## src/rtl/hdc_encode_sched.sv

```systemverilog
// Spatial-encoder sequencer for the HDC seizure-detection datapath.
// For each sample it clears the bundling accumulator, walks the channels in order
// (issuing item/level memory reads), lets the bind/accumulate pipeline drain,
// fires the majority threshold and holds the result under a valid/ready handshake.
// All outputs come straight from flops; they are loaded from next-state decode.
module hdc_encode_sched #(
  parameter int unsigned NUM_CHANNELS = 4,
  parameter int unsigned LEVELS       = 64,
  parameter int unsigned MEM_LAT      = 1,
  localparam int unsigned LVL_W       = $clog2(LEVELS),
  localparam int unsigned CH_W        = (NUM_CHANNELS > 1) ? $clog2(NUM_CHANNELS) : 1
) (
  input  logic                          i_clk,
  input  logic                          i_nrst,
  input  logic                          i_start,
  input  logic [NUM_CHANNELS*LVL_W-1:0] i_sample_levels,
  input  logic [NUM_CHANNELS-1:0]       i_ch_mask,
  output logic                          o_busy,
  output logic                          o_mem_rd_en,
  output logic [CH_W-1:0]               o_im_addr,
  output logic [LVL_W-1:0]              o_lm_addr,
  output logic                          o_bind_en,
  output logic                          o_acc_clr,
  output logic                          o_acc_en,
  output logic                          o_acc_thresh,
  output logic [CH_W:0]                 o_acc_count,
  output logic                          o_out_valid,
  input  logic                          i_out_ready
);

  // Drain counter runs 0..MEM_LAT, i.e. MEM_LAT+1 cycles.
  localparam int unsigned DRAIN_W = (MEM_LAT > 0) ? $clog2(MEM_LAT + 1) : 1;

  typedef enum logic [2:0] {
    StIdle,
    StClear,
    StIssue,
    StDrain,
    StFinal,
    StHold
  } state_e;

  // Control state
  state_e                        r_state;
  state_e                        w_state_d;
  logic [CH_W-1:0]               r_ch;
  logic [CH_W-1:0]               w_ch_d;
  logic [DRAIN_W-1:0]            r_drain;
  logic [DRAIN_W-1:0]            w_drain_d;
  logic                          w_latch;

  // Sample captured at start
  logic [NUM_CHANNELS*LVL_W-1:0] r_levels;
  logic [NUM_CHANNELS-1:0]       r_mask;
  logic [LVL_W-1:0]              w_lvl [NUM_CHANNELS];

  // Registered outputs and their next values
  logic                          r_busy;
  logic                          r_mem_rd_en;
  logic [CH_W-1:0]               r_im_addr;
  logic [LVL_W-1:0]              r_lm_addr;
  logic                          r_acc_clr;
  logic                          r_acc_thresh;
  logic [CH_W:0]                 r_acc_count;
  logic                          r_out_valid;
  logic                          w_busy_d;
  logic                          w_rd_en_d;
  logic [CH_W-1:0]               w_im_addr_d;
  logic [LVL_W-1:0]              w_lm_addr_d;
  logic                          w_acc_clr_d;
  logic                          w_acc_thresh_d;
  logic [CH_W:0]                 w_count_d;
  logic                          w_out_valid_d;

  // Read-strobe delay line: tap MEM_LAT-1 is bind_en, tap MEM_LAT is acc_en.
  logic [MEM_LAT:0]              r_pipe;

  // Unpack the latched level vector into per-channel entries.
  always_comb begin
    for (int c = 0; c < NUM_CHANNELS; c++) begin
      w_lvl[c] = r_levels[c*LVL_W +: LVL_W];
    end
  end

  // Next-state logic for the sequencer.
  always_comb begin
    w_state_d = r_state;
    w_ch_d    = r_ch;
    w_drain_d = r_drain;
    w_latch   = 1'b0;
    unique case (r_state)
      StIdle: begin
        if (i_start) begin
          w_state_d = StClear;
          w_latch   = 1'b1;
        end
      end
      StClear: begin
        w_state_d = StIssue;
        w_ch_d    = '0;
      end
      StIssue: begin
        if (r_ch == CH_W'(NUM_CHANNELS - 1)) begin
          w_state_d = StDrain;
          w_drain_d = '0;
        end else begin
          w_ch_d = r_ch + 1'b1;
        end
      end
      StDrain: begin
        // Fixed length regardless of mask: covers the last possible acc_en slot.
        if (r_drain == DRAIN_W'(MEM_LAT)) begin
          w_state_d = StFinal;
        end else begin
          w_drain_d = r_drain + 1'b1;
        end
      end
      StFinal: begin
        w_state_d = StHold;
      end
      StHold: begin
        if (i_out_ready) begin
          w_state_d = StIdle;
        end
      end
      default: begin
        w_state_d = StIdle;
      end
    endcase
  end

  // Output decode from the next state so every output can be a plain flop.
  always_comb begin
    w_busy_d       = (w_state_d != StIdle);
    w_acc_clr_d    = (w_state_d == StClear);
    w_acc_thresh_d = (w_state_d == StFinal);
    w_out_valid_d  = (w_state_d == StHold);
    w_rd_en_d      = 1'b0;
    w_im_addr_d    = '0;
    w_lm_addr_d    = '0;
    if (w_state_d == StIssue) begin
      // Masked channels keep their slot (bubble) but do not strobe the memories.
      w_rd_en_d   = r_mask[w_ch_d];
      w_im_addr_d = w_ch_d;
      w_lm_addr_d = w_lvl[w_ch_d];
    end
    w_count_d = r_acc_count;
    if (w_state_d == StClear) begin
      w_count_d = '0;
    end else if (w_rd_en_d) begin
      w_count_d = r_acc_count + 1'b1;
    end
  end

  // State register and sample capture.
  always_ff @(posedge i_clk) begin
    if (!i_nrst) begin
      r_state  <= StIdle;
      r_ch     <= '0;
      r_drain  <= '0;
      r_levels <= '0;
      r_mask   <= '0;
    end else begin
      r_state <= w_state_d;
      r_ch    <= w_ch_d;
      r_drain <= w_drain_d;
      if (w_latch) begin
        r_levels <= i_sample_levels;
        r_mask   <= i_ch_mask;
      end
    end
  end

  // Output registers.
  always_ff @(posedge i_clk) begin
    if (!i_nrst) begin
      r_busy       <= 1'b0;
      r_mem_rd_en  <= 1'b0;
      r_im_addr    <= '0;
      r_lm_addr    <= '0;
      r_acc_clr    <= 1'b0;
      r_acc_thresh <= 1'b0;
      r_acc_count  <= '0;
      r_out_valid  <= 1'b0;
    end else begin
      r_busy       <= w_busy_d;
      r_mem_rd_en  <= w_rd_en_d;
      r_im_addr    <= w_im_addr_d;
      r_lm_addr    <= w_lm_addr_d;
      r_acc_clr    <= w_acc_clr_d;
      r_acc_thresh <= w_acc_thresh_d;
      r_acc_count  <= w_count_d;
      r_out_valid  <= w_out_valid_d;
    end
  end

  // Delay line for memory-read strobes; reset flushes in-flight issues.
  always_ff @(posedge i_clk) begin
    if (!i_nrst) begin
      r_pipe <= '0;
    end else begin
      r_pipe <= {r_pipe[MEM_LAT-1:0], r_mem_rd_en};
    end
  end

  assign o_busy       = r_busy;
  assign o_mem_rd_en  = r_mem_rd_en;
  assign o_im_addr    = r_im_addr;
  assign o_lm_addr    = r_lm_addr;
  assign o_bind_en    = r_pipe[MEM_LAT-1];
  assign o_acc_clr    = r_acc_clr;
  assign o_acc_en     = r_pipe[MEM_LAT];
  assign o_acc_thresh = r_acc_thresh;
  assign o_acc_count  = r_acc_count;
  assign o_out_valid  = r_out_valid;

endmodule

```

## config.mk

```make
export PLATFORM = sky130hd
export DESIGN_NAME = hdc_encode_sched
export DESIGN_NICKNAME = d
export VERILOG_FILES = /design/src/rtl/hdc_encode_sched.sv
export SDC_FILE = /design/constraint.sdc
export NUM_CORES = 1
export LEC_CHECK = 0
export CAP_MARGIN = 10
export CELL_PAD_IN_SITES_DETAIL_PLACEMENT = 0
export CELL_PAD_IN_SITES_GLOBAL_PLACEMENT = 1
export CORE_UTILIZATION = 46
export CTS_CLUSTER_SIZE = 14
export DETAILED_ROUTE_END_ITERATION = 7
export DONT_BUFFER_PORTS = 1
export GPL_ROUTABILITY_DRIVEN = 1
export GPL_TIMING_DRIVEN = 0
export PLACE_DENSITY_LB_ADDON = 0.05
export SLEW_MARGIN = 20
export SYNTH_ARGS = -nofsm -noshare
export SYNTH_HDL_FRONTEND = slang
export SYNTH_SLANG_ARGS = --single-unit
```

## constraint.sdc

```tcl
create_clock -name i_clk -period 2 [get_ports i_clk]
set_clock_uncertainty 0.1 [all_clocks]
set_input_delay 0.2 -clock i_clk [delete_from_list [all_inputs] [get_ports i_clk]]
set_output_delay 0.2 -clock i_clk [all_outputs]
set_load 0.005 [all_outputs]
```

# Yosys cells after proc, flatten, opt, wreduce, memory -nomap -nowiden
# Index checks and enable logic that the tools add are counted.
word_totals:
  regBits: 52
  input_bits: 32
  output_inout_bits: 18
  word_cells: 56
classes:
  add_sub_neg: 3
  n_lt_le_gt_ge: 2
  n_eq_ne: 11
  mux: 18
  n_bitwise: 2
  reduce_logical: 6
ops:
  columns: ["operator", "count"]
  rows:
  - ["$pmux W3 S6", 1]
  - ["$bmux W6 S2", 1]
  - ["$eq A3 B3 Y1 const B", 4]
  - ["$mux W3", 4]
  - ["$mux W6", 2]
  - ["$eq A3 B2 Y1 const B", 3]
  - ["$eq A3 B1 Y1 const B", 2]
  - ["$mux W1", 6]
  - ["$pmux W2 S2", 1]
  - ["$reduce_and A2 Y1", 2]
  - ["$add A3 B1 Y3 const B", 1]
  - ["$ge A3 B3 Y1 const B", 1]
  - ["$logic_not A3 Y1", 1]
  - ["$lt A2 B3 Y1 const B", 1]
  - ["$not A2 Y3", 1]
  - ["$reduce_bool A3 Y1", 1]
  - ["$add A2 B1 Y2 const B", 1]
  - ["$bmux W1 S2", 1]
  - ["$eq A2 B2 Y1 const B", 1]
  - ["$mux W2", 1]
  - ["$ne A2 B2 Y1 const B", 1]
  - ["$pmux W1 S2", 1]
  - ["$reduce_bool A2 Y1", 1]
  - ["$reduce_or A2 Y1", 1]
  - ["other kinds (2)", 2]

# Logic depth before layout (Yosys ltp)
# Gate-level depths: netlist (run 1).
depth:
  depth_word: 7
  ltp_mapped: 7
  mapped_depth_nobuf: 5

# Least setup slack after synthesis (run 1)
# No wires, ideal clock.
synth_timing:
  path_type: "reg2reg"
  startpoint: "reg r_state[2]"
  endpoint: "reg r_acc_count[2], in the netlist o_acc_count[2]"
  setup_ns: 0.137
  arrival_time_ns: 1.494
  required_ns: 1.763
  setup_slack_ns: 0.269
  stages_incl_launch_ff: 6
  path_buffers: 1
  synth_period_minus_slack_ns: 1.731
  path_cell_list: "dfxtp_1 -> buf_2 -> or4b_1 -> nand4_2 -> o32a_1 -> o311ai_2"
synth_via:
  elab_chain_len: 5
  elab_cells_between_ends: 18
  classes_between: "eq/ne (7); mux (9); reduce/logical (2)"
synth_rtl:
  columns: ["item", "line", "text"]
  rows:
  - ["start, declared", "44", "state_e r_state;"]
  - ["start signal, assigned", "158", "r_state <= StIdle;"]
  - ["start signal, assigned", "164", "r_state <= w_state_d;"]
  - ["$eq A3 B2 Y1 or $eq A3 B1 Y1 (tied branches)", "91", "unique case (r_state)"]
  - ["$pmux W2 S2", "91", null]
  - ["$bmux W1 S2", "143", "w_rd_en_d = r_mask[w_ch_d];"]
  - ["$mux W1 (implied by the code)", "143", null]
  - ["$mux W1", "141", "if (w_state_d == StIssue) begin"]
  - ["end signal, assigned", "192", "r_acc_count <= w_count_d;"]
  - ["end, declared", "64", "logic [CH_W:0] r_acc_count;"]
# Parallel ways exist; a longest one is shown, timed or not. The select of a mux whose other input is x is not followed.
# A chain may end at the register's enable or synchronous reset.

# Final worst setup path (run 1)
layout_timing:
  startpoint: "reg r_state[2]"
  endpoint: "reg r_lm_addr[2], in the netlist o_lm_addr[2]"
layout_via:
  elab_chain_len: 6
  elab_cells_between_ends: 18
  classes_between: "eq/ne (6); mux (9); bitwise (1); reduce/logical (2)"
layout_rtl:
  columns: ["item", "line", "text"]
  rows:
  - ["$eq A3 B2 Y1 or $eq A3 B1 Y1 (tied branches)", "91", null]
  - ["$pmux W2 S2", "91", null]
  - ["$not A2 Y3 (implied by the code)", "145", "w_lm_addr_d = w_lvl[w_ch_d];"]
  - ["$bmux W6 S2", "145", null]
  - ["$mux W6 (implied by the code) (2 in a row)", "145", null]
  - ["end signal, assigned", "189", "r_lm_addr <= w_lm_addr_d;"]
  - ["end, declared", "61", "logic [LVL_W-1:0] r_lm_addr;"]
# Parallel ways exist; a longest one is shown, timed or not. The select of a mux whose other input is x is not followed.

==> reports/qor.txt, run 1 <==
Antenna viol nets, final = 0
Fmax = 0.521 GHz
Area grow syn2layout = 21.7%
CP max stage delay = 330 ps
Multi-input gate area = 1130 um2
Max rail drop VDD = 0.401 mV
CP max stage cell = dfxtp_1
Worst-case clock buffer depth = 2
Nets@finish = 322
Syn Nets = 284
RePlAce Congestion = 0.761
Routed vias/inst = 5.18
Die span in y = 72.3 um
Slew Limit Fails = 0
Global route overflow = 0
Setup Viol. Count Final = 0
Min setup slack post-route = 80.8 ps
FF+latch count, synth = 52
CTS Buf Count = 5
Critical path class = reg -> reg
Fraction of layout cells with a size suffix above 1 = 0.111
Static leakage = 0.00104 uW
Clk sinks = 52
Syn Area/Cell = 9.06 um2
DR vias = 1845
FILL cells = 460
Logic pwr share = 0.164
Max_cap viols = 0
Number of global-route vias before repair = 1715
Detail Placement HPWL = 3400 um
Sw Share = 0.263
Flop pwr share = 0.557
# IOs = 50
Commonest non-fill, non-tap cell in the layout = nand2_1
Avg WL per Cell = 13.8 um
FF/Latch Area = 1040 um2
Largest net degree at the start of global routing = 16
Core region area = 4750 um2
Synth Instances = 251
Worst Path Arrival = 2000 ps
Post-Route Setup TNS = 0 ps
Yosys warning count = 0
Post-layout min period = 1920 ps
Worst-path fanout max = 10
Skew-Pair Late Insertion Delay = 300 ps
Crit end category = flip-flop
Internal power = 1490 uW
Total Wirelength = 4920 um
Setup WS pre-CTS = 9.10 ps
DRC = 0
Iteration-0 DRC Markers = 92
Seq/Total Area, Yosys = 0.458
DRT Pass-1 Iters = 4
PortBufs = 0
FP Rows = 25
Commonest non-fill, non-tap cells in the layout = nand2_1, dfxtp_1, dlygate4sd3_1
Die W = 72.3 um
Unrepaired setup endpoints after global routing = no
Relative max-transition margin = 0.686
CTS tree = done
Hold Path Class = in -> reg
WHS = 5.64 ps
Clock share of power = 0.280
Overall routing resource usage = 0.201
Crit path required time = 2080 ps
Crit start category = flip-flop
Clock Pin Slew Worst Setup and Hold Paths = 90 ps
Net Switching = 530 uW
Fin crit share = 0.960
CTS root buffer = clkbuf_8
Status = finished clean
First-pass GRT wire length = 8070 um
Synthesized area = 2270 um2
Critical Path, Cell by Cell = buf_2, nor3b_4, nor2_1, nor2_4, buf_8, mux2i_1, o22ai_1
Power per Cell Area = 729 nW/um2
Die area = 5230 um2
H-tree depth = 2
Initial antenna violation count = 0
Initial Util = 0.478
Hold Vio Cnt, Final = 0
# diodes = 0
Yosys cell types = 44
Worst Tran Pin Value = 471 ps
-- worst max-delay path: cells and delay by family (launching register included) --
kind	cells	cell delay, ps
multiplexers	1	250
AO/OA/AOI/OAI	1	110
buffers and inverters	2	380
flip-flops	1	330
AND/OR/NAND/NOR	3	620
-- kinds of logic (layout without fill, tap and decap cells) --
family,after synthesis,count (layout),share of synthesized area
mux,18,18,0.0798
compound gates,55,55,0.182
simple gates,102,102,0.221
flops,52,52,0.458
fa+ha+maj,1,1,0.00550
buf+inv,22,60,0.0495
xor+xnor,1,1,0.00385
-- cell usage after synthesis, drive strengths merged --
library cell   n  area (um2)
nand2         65         244
dfxtp         52        1040
a21boi        29         218
mux2i         17         170
buf           10        66.3
o22ai          7        50.1
and2           6        37.5
clkbuf         6        23.8
inv            6        22.5
nand2b         5        31.3
nor2           5        26.3
and3           4        25.0
o21ai          4        20.0
a21oi          3        15.0
nor2b          3        18.8
nor3           3        15.0
nand3          2        10.0
nor4b          2        23.8
o2111ai        2        17.5
o211ai         2        15.0
or3            2        12.5
a211o          1        8.76
a211oi         1        12.5
a21bo          1        10.0
a21o           1        7.51
a31oi          1        6.26
ha             1        12.5
mux2           1        11.3
nand4          1        12.5
nand4bb        1        11.3
nor3b          1        18.8
nor4           1        6.26
o21a           1        7.51
o311ai         1        16.3
o32a           1        10.0
or4b           1        10.0
xor2           1        8.76
-- per-layer routing --
| layer | part of all wire | vias to the layer above | global-route usage |
|---|---|---|---|
| met2 | 0.47 | 45 | 0.319 |
| met3 | 0.038 | 7 | 0.0514 |
| met4 | 0.015 | 0 | 0.0654 |
| met5 | 0 | - | 0 |
| li1 | - | 931 | - |
| met1 | 0.48 | 862 | 0.269 |
-- what timing repair did --
action / CTS / global route
endpoints found under the setup margin: 3 / 16
hold buffers: 29 / 0
setup buffers: 0 / 2
pin swaps: 0 / 1
hold endpoints to repair: 29 / 0
resized for setup: 1 / 5
-- stage by stage --
stage / instance area [um2] / utilization / std cells / power [uW]
after floorplan: 2270 / - / 251 / 1350
after global placement: 2360 / 0.496 / 318 / 1420
after detailed placement: 2360 / 0.496 / 318 / 1420
after CTS: 2730 / 0.575 / 354 / 2020
after global routing: 2770 / 0.582 / 356 / 2130
final: 2770 / 0.582 / 356 / 2020
-- power groups by stage --
stage                     Combinational [uW]  Clock [uW]  Sequential, uW
after global routing                     363         637            1130
after floorplan                          216           0            1140
after detailed placement                 271           0            1150
final                                    330         564            1120
after CTS                                319         584            1120
after global placement                   270           0            1150
-- path summary, 6_finish.rpt --
kind | startpoint | slack, ps | to | cells after the start
max | r_state[2] | 80 | o_lm_addr[2] | 7
max reg2reg | r_state[2] | 80 | o_lm_addr[2] | 7
min | i_nrst | 6 | o_im_addr[1] | 2
min reg2reg | r_levels[3] | 350 | r_levels[3] | 2
-- cell type report --
cell class | count | share of cell area
clock buffer | 5 | 0.0249
inverter | 6 | 0.00814
clock inverter | 2 | 0.00452
buffer | 16 | 0.0353
tap | 67 | 0.0303
timing repair buffer | 31 | 0.110
sequential | 52 | 0.377
multi-input combinational | 177 | 0.409
-- flip-flops by register name, summed over array words and instances (netlist names) --
| register | count |
|---|---|
| r_ch | 2 |
| o_acc_thresh | 1 |
| o_out_valid | 1 |
| r_state | 3 |
| o_busy | 1 |
| r_pipe | 2 |
| r_levels | 24 |
| o_im_addr | 2 |
| o_lm_addr | 6 |
| o_acc_clr | 1 |
| r_mask | 4 |
| o_acc_count | 3 |
| o_mem_rd_en | 1 |
| r_drain | 1 |
No activity file was read; power rests on OpenSTA's default activity.
==> run 2: changes to the inputs <==
--- a/config.mk
+++ b/config.mk
@@ -14,7 +14,7 @@
 export DONT_BUFFER_PORTS = 1
 export GPL_ROUTABILITY_DRIVEN = 1
 export GPL_TIMING_DRIVEN = 0
-export PLACE_DENSITY_LB_ADDON = 0.05
+export PLACE_DENSITY_LB_ADDON = 0.1
 export SLEW_MARGIN = 20
 export SYNTH_ARGS = -nofsm -noshare
 export SYNTH_HDL_FRONTEND = slang
==> reports/qor.txt, run 2 (synthesis gave the netlist of run 1 again) <==
Clock Pin Slew Worst Setup and Hold Paths = 90 ps (about the same)
Fraction of layout cells with a size suffix above 1 = 0.0969 (-0.0138)
Crit path required time = 2080 ps (about the same)
Antenna viol nets, final = 0 (unchanged)
Worst hold stages = 2 (unchanged)
Crit start category = flip-flop
Clk sinks = 52 (unchanged)
Max reg flops = 24 (unchanged)
Min setup slack post-route = 71.7 ps (-9.01 ps)
R2r setup slk = 70 ps (about the same)
Max_cap viols = 0 (unchanged)
Fmax = 0.519 GHz (-0.47%)
CTS tree = done
Power per Cell Area = 747 nW/um2 (+2.5%)
Skew-Pair Late Insertion Delay = 300 ps (about the same)
Worst Path Arrival = 2000 ps (about the same)
Die area = 5230 um2 (unchanged)
Worst Tran Pin Value = 477 ps (+6.03 ps)
# diodes = 0 (unchanged)
Nets@finish = 321 (-0.31%)
Routed vias/inst = 5.16 (-0.49%)
Multi-input gate area = 1120 um2 (-1.1%)
Post-layout min period = 1930 ps (+9.01 ps)
Global route overflow = 0 (unchanged)
Iteration-0 DRC Markers = 108 (+17%)
R2R cell count = 5 (-2)
Hold Vio Cnt, Final = 0 (unchanged)
FP Rows = 25 (unchanged)
Crit end category = flip-flop
Largest net degree at the start of global routing = 16 (unchanged)
CTS root buffer = clkbuf_8
Reg2reg start = r_state[2]
CTS Buf Count = 5 (unchanged)
Design Power = 2060 uW (+2.0%)
Slew Limit Fails = 0 (unchanged)
Area grow syn2layout = 21.1%
Met3 usage = 0.0444 (-0.00694)
H-tree depth = 2 (unchanged)
Overall routing resource usage = 0.200 (-0.00100)
Static leakage = 0.00105 uW (+0.77%)
Total Wirelength = 4920 um (-0.10%)
FILL cells = 456 (-0.87%)
Setup WS pre-CTS = 8.58 ps (-0.510 ps)
Met1 usage = 0.252 (-0.0170)
Fin crit share = 0.964 (+0.00451)
GR peak layer = met2
Most flop-heavy register = r_levels
DR vias = 1836 (-0.49%)
Unrepaired setup endpoints after global routing = yes
Hold Path End = r_state[1]
Initial antenna violation count = 0 (unchanged)
PortBufs = 0 (unchanged)
Relative max-transition margin = 0.682 (-0.00402)
Commonest non-fill, non-tap cell in the layout = nand2_1
FF/Latch Area = 1040 um2 (-0.24%)
# IOs = 50 (unchanged)
Commonest non-fill, non-tap cells in the layout = nand2_1, dfxtp_1, dlygate4sd3_1
Non-filler instance count after layout = 356 (unchanged)
Critical path class = reg -> reg
Setup Viol. Count Final = 0 (unchanged)
Die W = 72.3 um (unchanged)
Status = finished clean
HP Start = i_nrst
Core region area = 4750 um2 (unchanged)
First-pass GRT wire length = 7950 um (-1.5%)
Worst-case clock buffer depth = 2 (unchanged)
Number of global-route vias before repair = 1710 (-0.29%)
Die span in y = 72.3 um (unchanged)
Initial Util = 0.478 (unchanged)
Hold Path Class = in -> reg
Detail Placement HPWL = 3370 um (-0.93%)
Placed Cells = 318 (unchanged)
DRT Pass-1 Iters = 4 (unchanged)
Avg WL per Cell = 13.8 um (-0.10%)
Global routing usage on met2 = 0.341 (+0.0218)
Max rail drop VDD = 0.472 mV (+18%)
DRC = 0 (unchanged)
RR Endpoint = o_acc_count[2]
RePlAce Congestion = 0.762 (+0.11%)
Worst-path fanout max = 10 (unchanged)
==> run 2: worst max path at each step <==
stage                from        endpoint  cells after the start
6_report       r_state[2]  o_acc_count[2]                      5
5_1_grt        r_state[2]  o_acc_count[2]                      5
4_1_cts        r_state[0]    o_lm_addr[2]                      7
3_5_place_dp   r_state[0]     o_mem_rd_en                      7
3_3_place_gp   r_state[0]    o_lm_addr[2]                      7
2_1_floorplan  r_state[2]  o_acc_count[2]                      5
==> run 2: power by group <==
group	internal, uW	leakage, uW	switching (uW)
Sequential	1090	0.000424	33.9
Combinational	154	0.000584	168
Clock	282	0.0000445	331
==> run 2: worst max-delay path: stages (launching register included) <==
cell and delay [ps]:
dfxtp_1 330, buf_2 190, or4b_1 610, nand4_2 260, o32a_1 220, o311ai_2 90
==> run 2: repair_timing <==
item                                    in CTS  in global routing
endpoints found under the setup margin       2                 20
resized for setup                            1                  0
buffers inserted                             0                  1
endpoints found under the hold margin       29                  0
pin swaps                                    0                  1
hold buffers                                29                  0
==> run 2: stage by stage <==
step,hold WS [ps],util,cell area (um2),setup TNS (ps)
final,57.6,0.579,2750,0
after global routing,62.5,0.579,2750,-312
after CTS,30.8,0.577,2750,0
after global placement,241,0.496,2360,0
after floorplan,235,-,2270,0
after detailed placement,243,0.496,2360,0
==> run 2: cell type report <==
cell class	instances	area share
plain buffers	16	0.0341
clock buffers	7	0.0314
clock inverters	1	0.00273
inverters	6	0.00818
multi-input cells	177	0.407
flip-flops and latches	52	0.378
well taps	67	0.0305
repair buffers	30	0.108
==> run 2: metal layers <==
layer | wire (um) | vias to the layer above
met3 | 188 | 7
met4 | 68 | 0
met2 | 2360 | 43
met5 | 0 | -
met1 | 2300 | 853
li1 | - | 933
==> run 3: changes to the inputs <==
--- a/config.mk
+++ b/config.mk
@@ -5,10 +5,11 @@
 export SDC_FILE = /design/constraint.sdc
 export NUM_CORES = 1
 export LEC_CHECK = 0
+export ABC_AREA = 1
 export CAP_MARGIN = 10
 export CELL_PAD_IN_SITES_DETAIL_PLACEMENT = 0
 export CELL_PAD_IN_SITES_GLOBAL_PLACEMENT = 1
-export CORE_UTILIZATION = 46
+export CORE_UTILIZATION = 44
 export CTS_CLUSTER_SIZE = 14
 export DETAILED_ROUTE_END_ITERATION = 7
 export DONT_BUFFER_PORTS = 1
==> reports/qor.txt, run 3 <==
Critical Path, Cell by Cell = nor2_4, nand3_1, nand2_4, inv_2, buf_6, o211ai_1, a21oi_1
Asr flop ratio synth = 0 (unchanged)
Crit path required time = 2080 ps (about the same)
Met2 routed WL = 2250 um (-4.7%)
CTS root buffer = clkbuf_8
Clock share of power = 0.327 (+0.029)
Global route overflow = 0 (unchanged)
DR vias = 1741 (-5.2%)
Syn Nets = 293 (+3.2%)
Commonest non-fill, non-tap cells in the layout = dfxtp_1, nor2_1, o21ai_0
Flop pwr share = 0.503 (-0.042)
Sw Share = 0.270 (+0.0107)
Compound-Gate Fraction of Synth Area = 0.169 (-0.0127)
First-pass GRT wire length = 7870 um (-0.96%)
Post-Route Setup TNS = 0 ps (unchanged)
Mux contribution to synthesized area = 0 (-0.0798)
Worst Tran Pin Value = 436 ps (-41.8 ps)
Die area = 4930 um2 (-5.8%)
R2r setup slk = 220 ps (+140 ps)
Setup Viol. Count Final = 0 (unchanged)
CP max stage cell = dfxtp_1
FF+latch count, synth = 52 (unchanged)
Overall routing resource usage = 0.206 (+0.00548)
Synth Instances = 260 (+3.6%)
Initial antenna violation count = 0 (unchanged)
Slew Limit Fails = 0 (unchanged)
CP max stage delay = 380 ps (-230 ps)
RePlAce Congestion = 0.755 (-0.91%)
Unrepaired setup endpoints after global routing = no
FP Rows = 24 (-4.0%)
PostCTS Resize Cnt = 0 (-1)
Max rail drop VDD = 0.527 mV (+12%)
Static leakage = 0.00103 uW (-2.4%)
Design Area, Final = 2480 um2 (-9.8%)
Largest net degree at the start of global routing = 17 (+1)
Post-synth EDFFs = 0 (unchanged)
Dominant cells by area after synthesis = dfxtp_1, nor2_1, o21ai_0
Critical path class = reg -> reg
Setup Buffers After CTS = 0 (unchanged)
PortBufs = 0 (unchanged)
Area grow syn2layout = 21.3%
Predominant post-synthesis flop cell = dfxtp_1
Antenna viol nets, final = 0 (unchanged)
Worst-path fanout max = 10 (unchanged)
Logic pwr share = 0.170 (+0.014)
Yosys warning count = 0 (unchanged)
Power per Cell Area = 932 nW/um2 (+25%)
Seq/Total Area, Yosys = 0.509 (+0.0510)
Initial Util = 0.463 (-0.0147)
Relative max-transition margin = 0.710 (+0.0278)
Total Wirelength = 4720 um (-3.9%)
Synth Area in Adders = 0.00612 (+0.000613)
DRT Pass-1 Iters = 4 (unchanged)
Clk sinks = 52 (unchanged)
Largest family of logic cells by synthesized area = simple AND/OR/NAND/NOR gates
Core region area = 4410 um2 (-7.2%)
Net Switching = 624 uW (+17%)
Post-layout min period = 1780 ps (-143 ps)
Max_cap viols = 0 (unchanged)
Yosys top cell area share = 0.509 (+0.0510)
Top sig layer = met4
Met3 WL post-DR = 183 um (-2.7%)
Internal power = 1690 uW (+11%)
Clock Pin Slew Worst Setup and Hold Paths = 90 ps (about the same)
Die W = 70.2 um (-2.9%)
Iteration-0 DRC Markers = 72 (-33%)
Syn Area/Cell = 7.87 um2 (-13%)
Detail Placement HPWL = 3190 um (-5.3%)
Worst Path Arrival = 1870 ps (-130 ps)
Commonest non-fill, non-tap cell in the layout = dfxtp_1
Avg WL per Cell = 13.7 um (-0.84%)
Worst-case clock buffer depth = 2 (unchanged)
Routed vias/inst = 5.05 (-2.2%)
Synth Area in Simple Gates = 0.233 (+0.0118)
Fin crit share = 0.892 (-0.0717)
# hold bufs at CTS = 25 (-14%)
# IOs = 50 (unchanged)
Hold Path Class = in -> reg
WL met1 = 2240 um (-2.4%)
Hold Vio Cnt, Final = 0 (unchanged)
Crit end category = flip-flop
Top-count cell post-synth = dfxtp_1
Cell taking the most area after synthesis = dfxtp_1
CTS tree = done
Most flop-heavy register = r_levels
Crit start category = flip-flop
H-tree depth = 2 (unchanged)
# diodes = 0 (unchanged)
Synthesized area = 2050 um2 (-10%)
Max reg flops = 24 (unchanged)
Nets@finish = 325 (+1.2%)
Post-DP Area = 2110 um2 (-10%)
XOR/XNOR share of the synthesized area = 0.00428 (+0.000429)
Die span in y = 70.2 um (-2.9%)
Yosys cell types = 24 (-45%)
Number of global-route vias before repair = 1653 (-3.3%)
Most common library cells after synthesis = dfxtp_1, nor2_1, o21ai_0, a21oi_1, nand2_1
Fmax = 0.560 GHz (+8.0%)
Fraction of layout cells with a size suffix above 1 = 0.0887 (-0.00815)
Skew-Pair Late Insertion Delay = 310 ps (about the same)
Status = finished clean
CTS Buf Count = 5 (unchanged)
DRC = 0 (unchanged)
==> run 3: layout make-up <==
class	instances	area (um2)
clock buffers	6	82.6
multi-input cells	172	845
clock inverters	2	38.8
inverters	25	93.8
fillers	424	1930
repair buffers	25	250
well taps	52	65.1
plain buffers	11	66.3
flip-flops and latches	52	1040
==> run 3: logic make-up after synthesis <==
logic type               after synthesis
AO/OA/AOI/OAI                         65
XOR/XNOR                               1
adder cells (fa/ha/maj)                1
buffers and inverters                 36
flip-flops                            52
AND/OR/NAND/NOR                      105
==> run 3: path summary, 6_finish.rpt <==
check | startpoint | endpoint | depth (start not counted)
hold / removal | i_ch_mask[2] | r_mask[2] | 2
setup / recovery | r_state[0] | o_lm_addr[5] | 7
hold reg to reg | r_levels[6] | r_levels[6] | 2
setup reg to reg | r_state[0] | o_lm_addr[5] | 7
==> run 3: through the flow <==
step	utilization	std cells	hold WS [ps]	setup WS, ps	power [uW]
after floorplan	-	260	210	510	1460
after global placement	0.478	312	225	236	1540
after detailed placement	0.478	312	225	250	1540
after CTS	0.562	345	1.24	211	2330
after global routing	0.562	345	16.9	76.0	2450
final	0.562	345	10.1	215	2310
==> run 3: worst max-delay path: cells and delay by family (launching register included) <==
kind | cells | cell delay (ps)
buffers and inverters | 2 | 210
AOI/OAI and AO/OA | 2 | 340
and+or+nand+nor | 3 | 620
DFF | 1 | 380
==> run 3: metal layers <==
metal  GRT usage  up-vias
met5           0        -
met4      0.0711        0
met3      0.0447        5
met2       0.331       45
met1       0.274      774
li1            -      917
==> run 3: power groups by stage <==
stage	sequential (uW)	combinational [uW]	clock [uW]
after floorplan	1180	279	0
after global placement	1190	353	0
after detailed placement	1190	355	0
after CTS	1160	395	774
after global routing	1170	449	824
final	1160	394	756
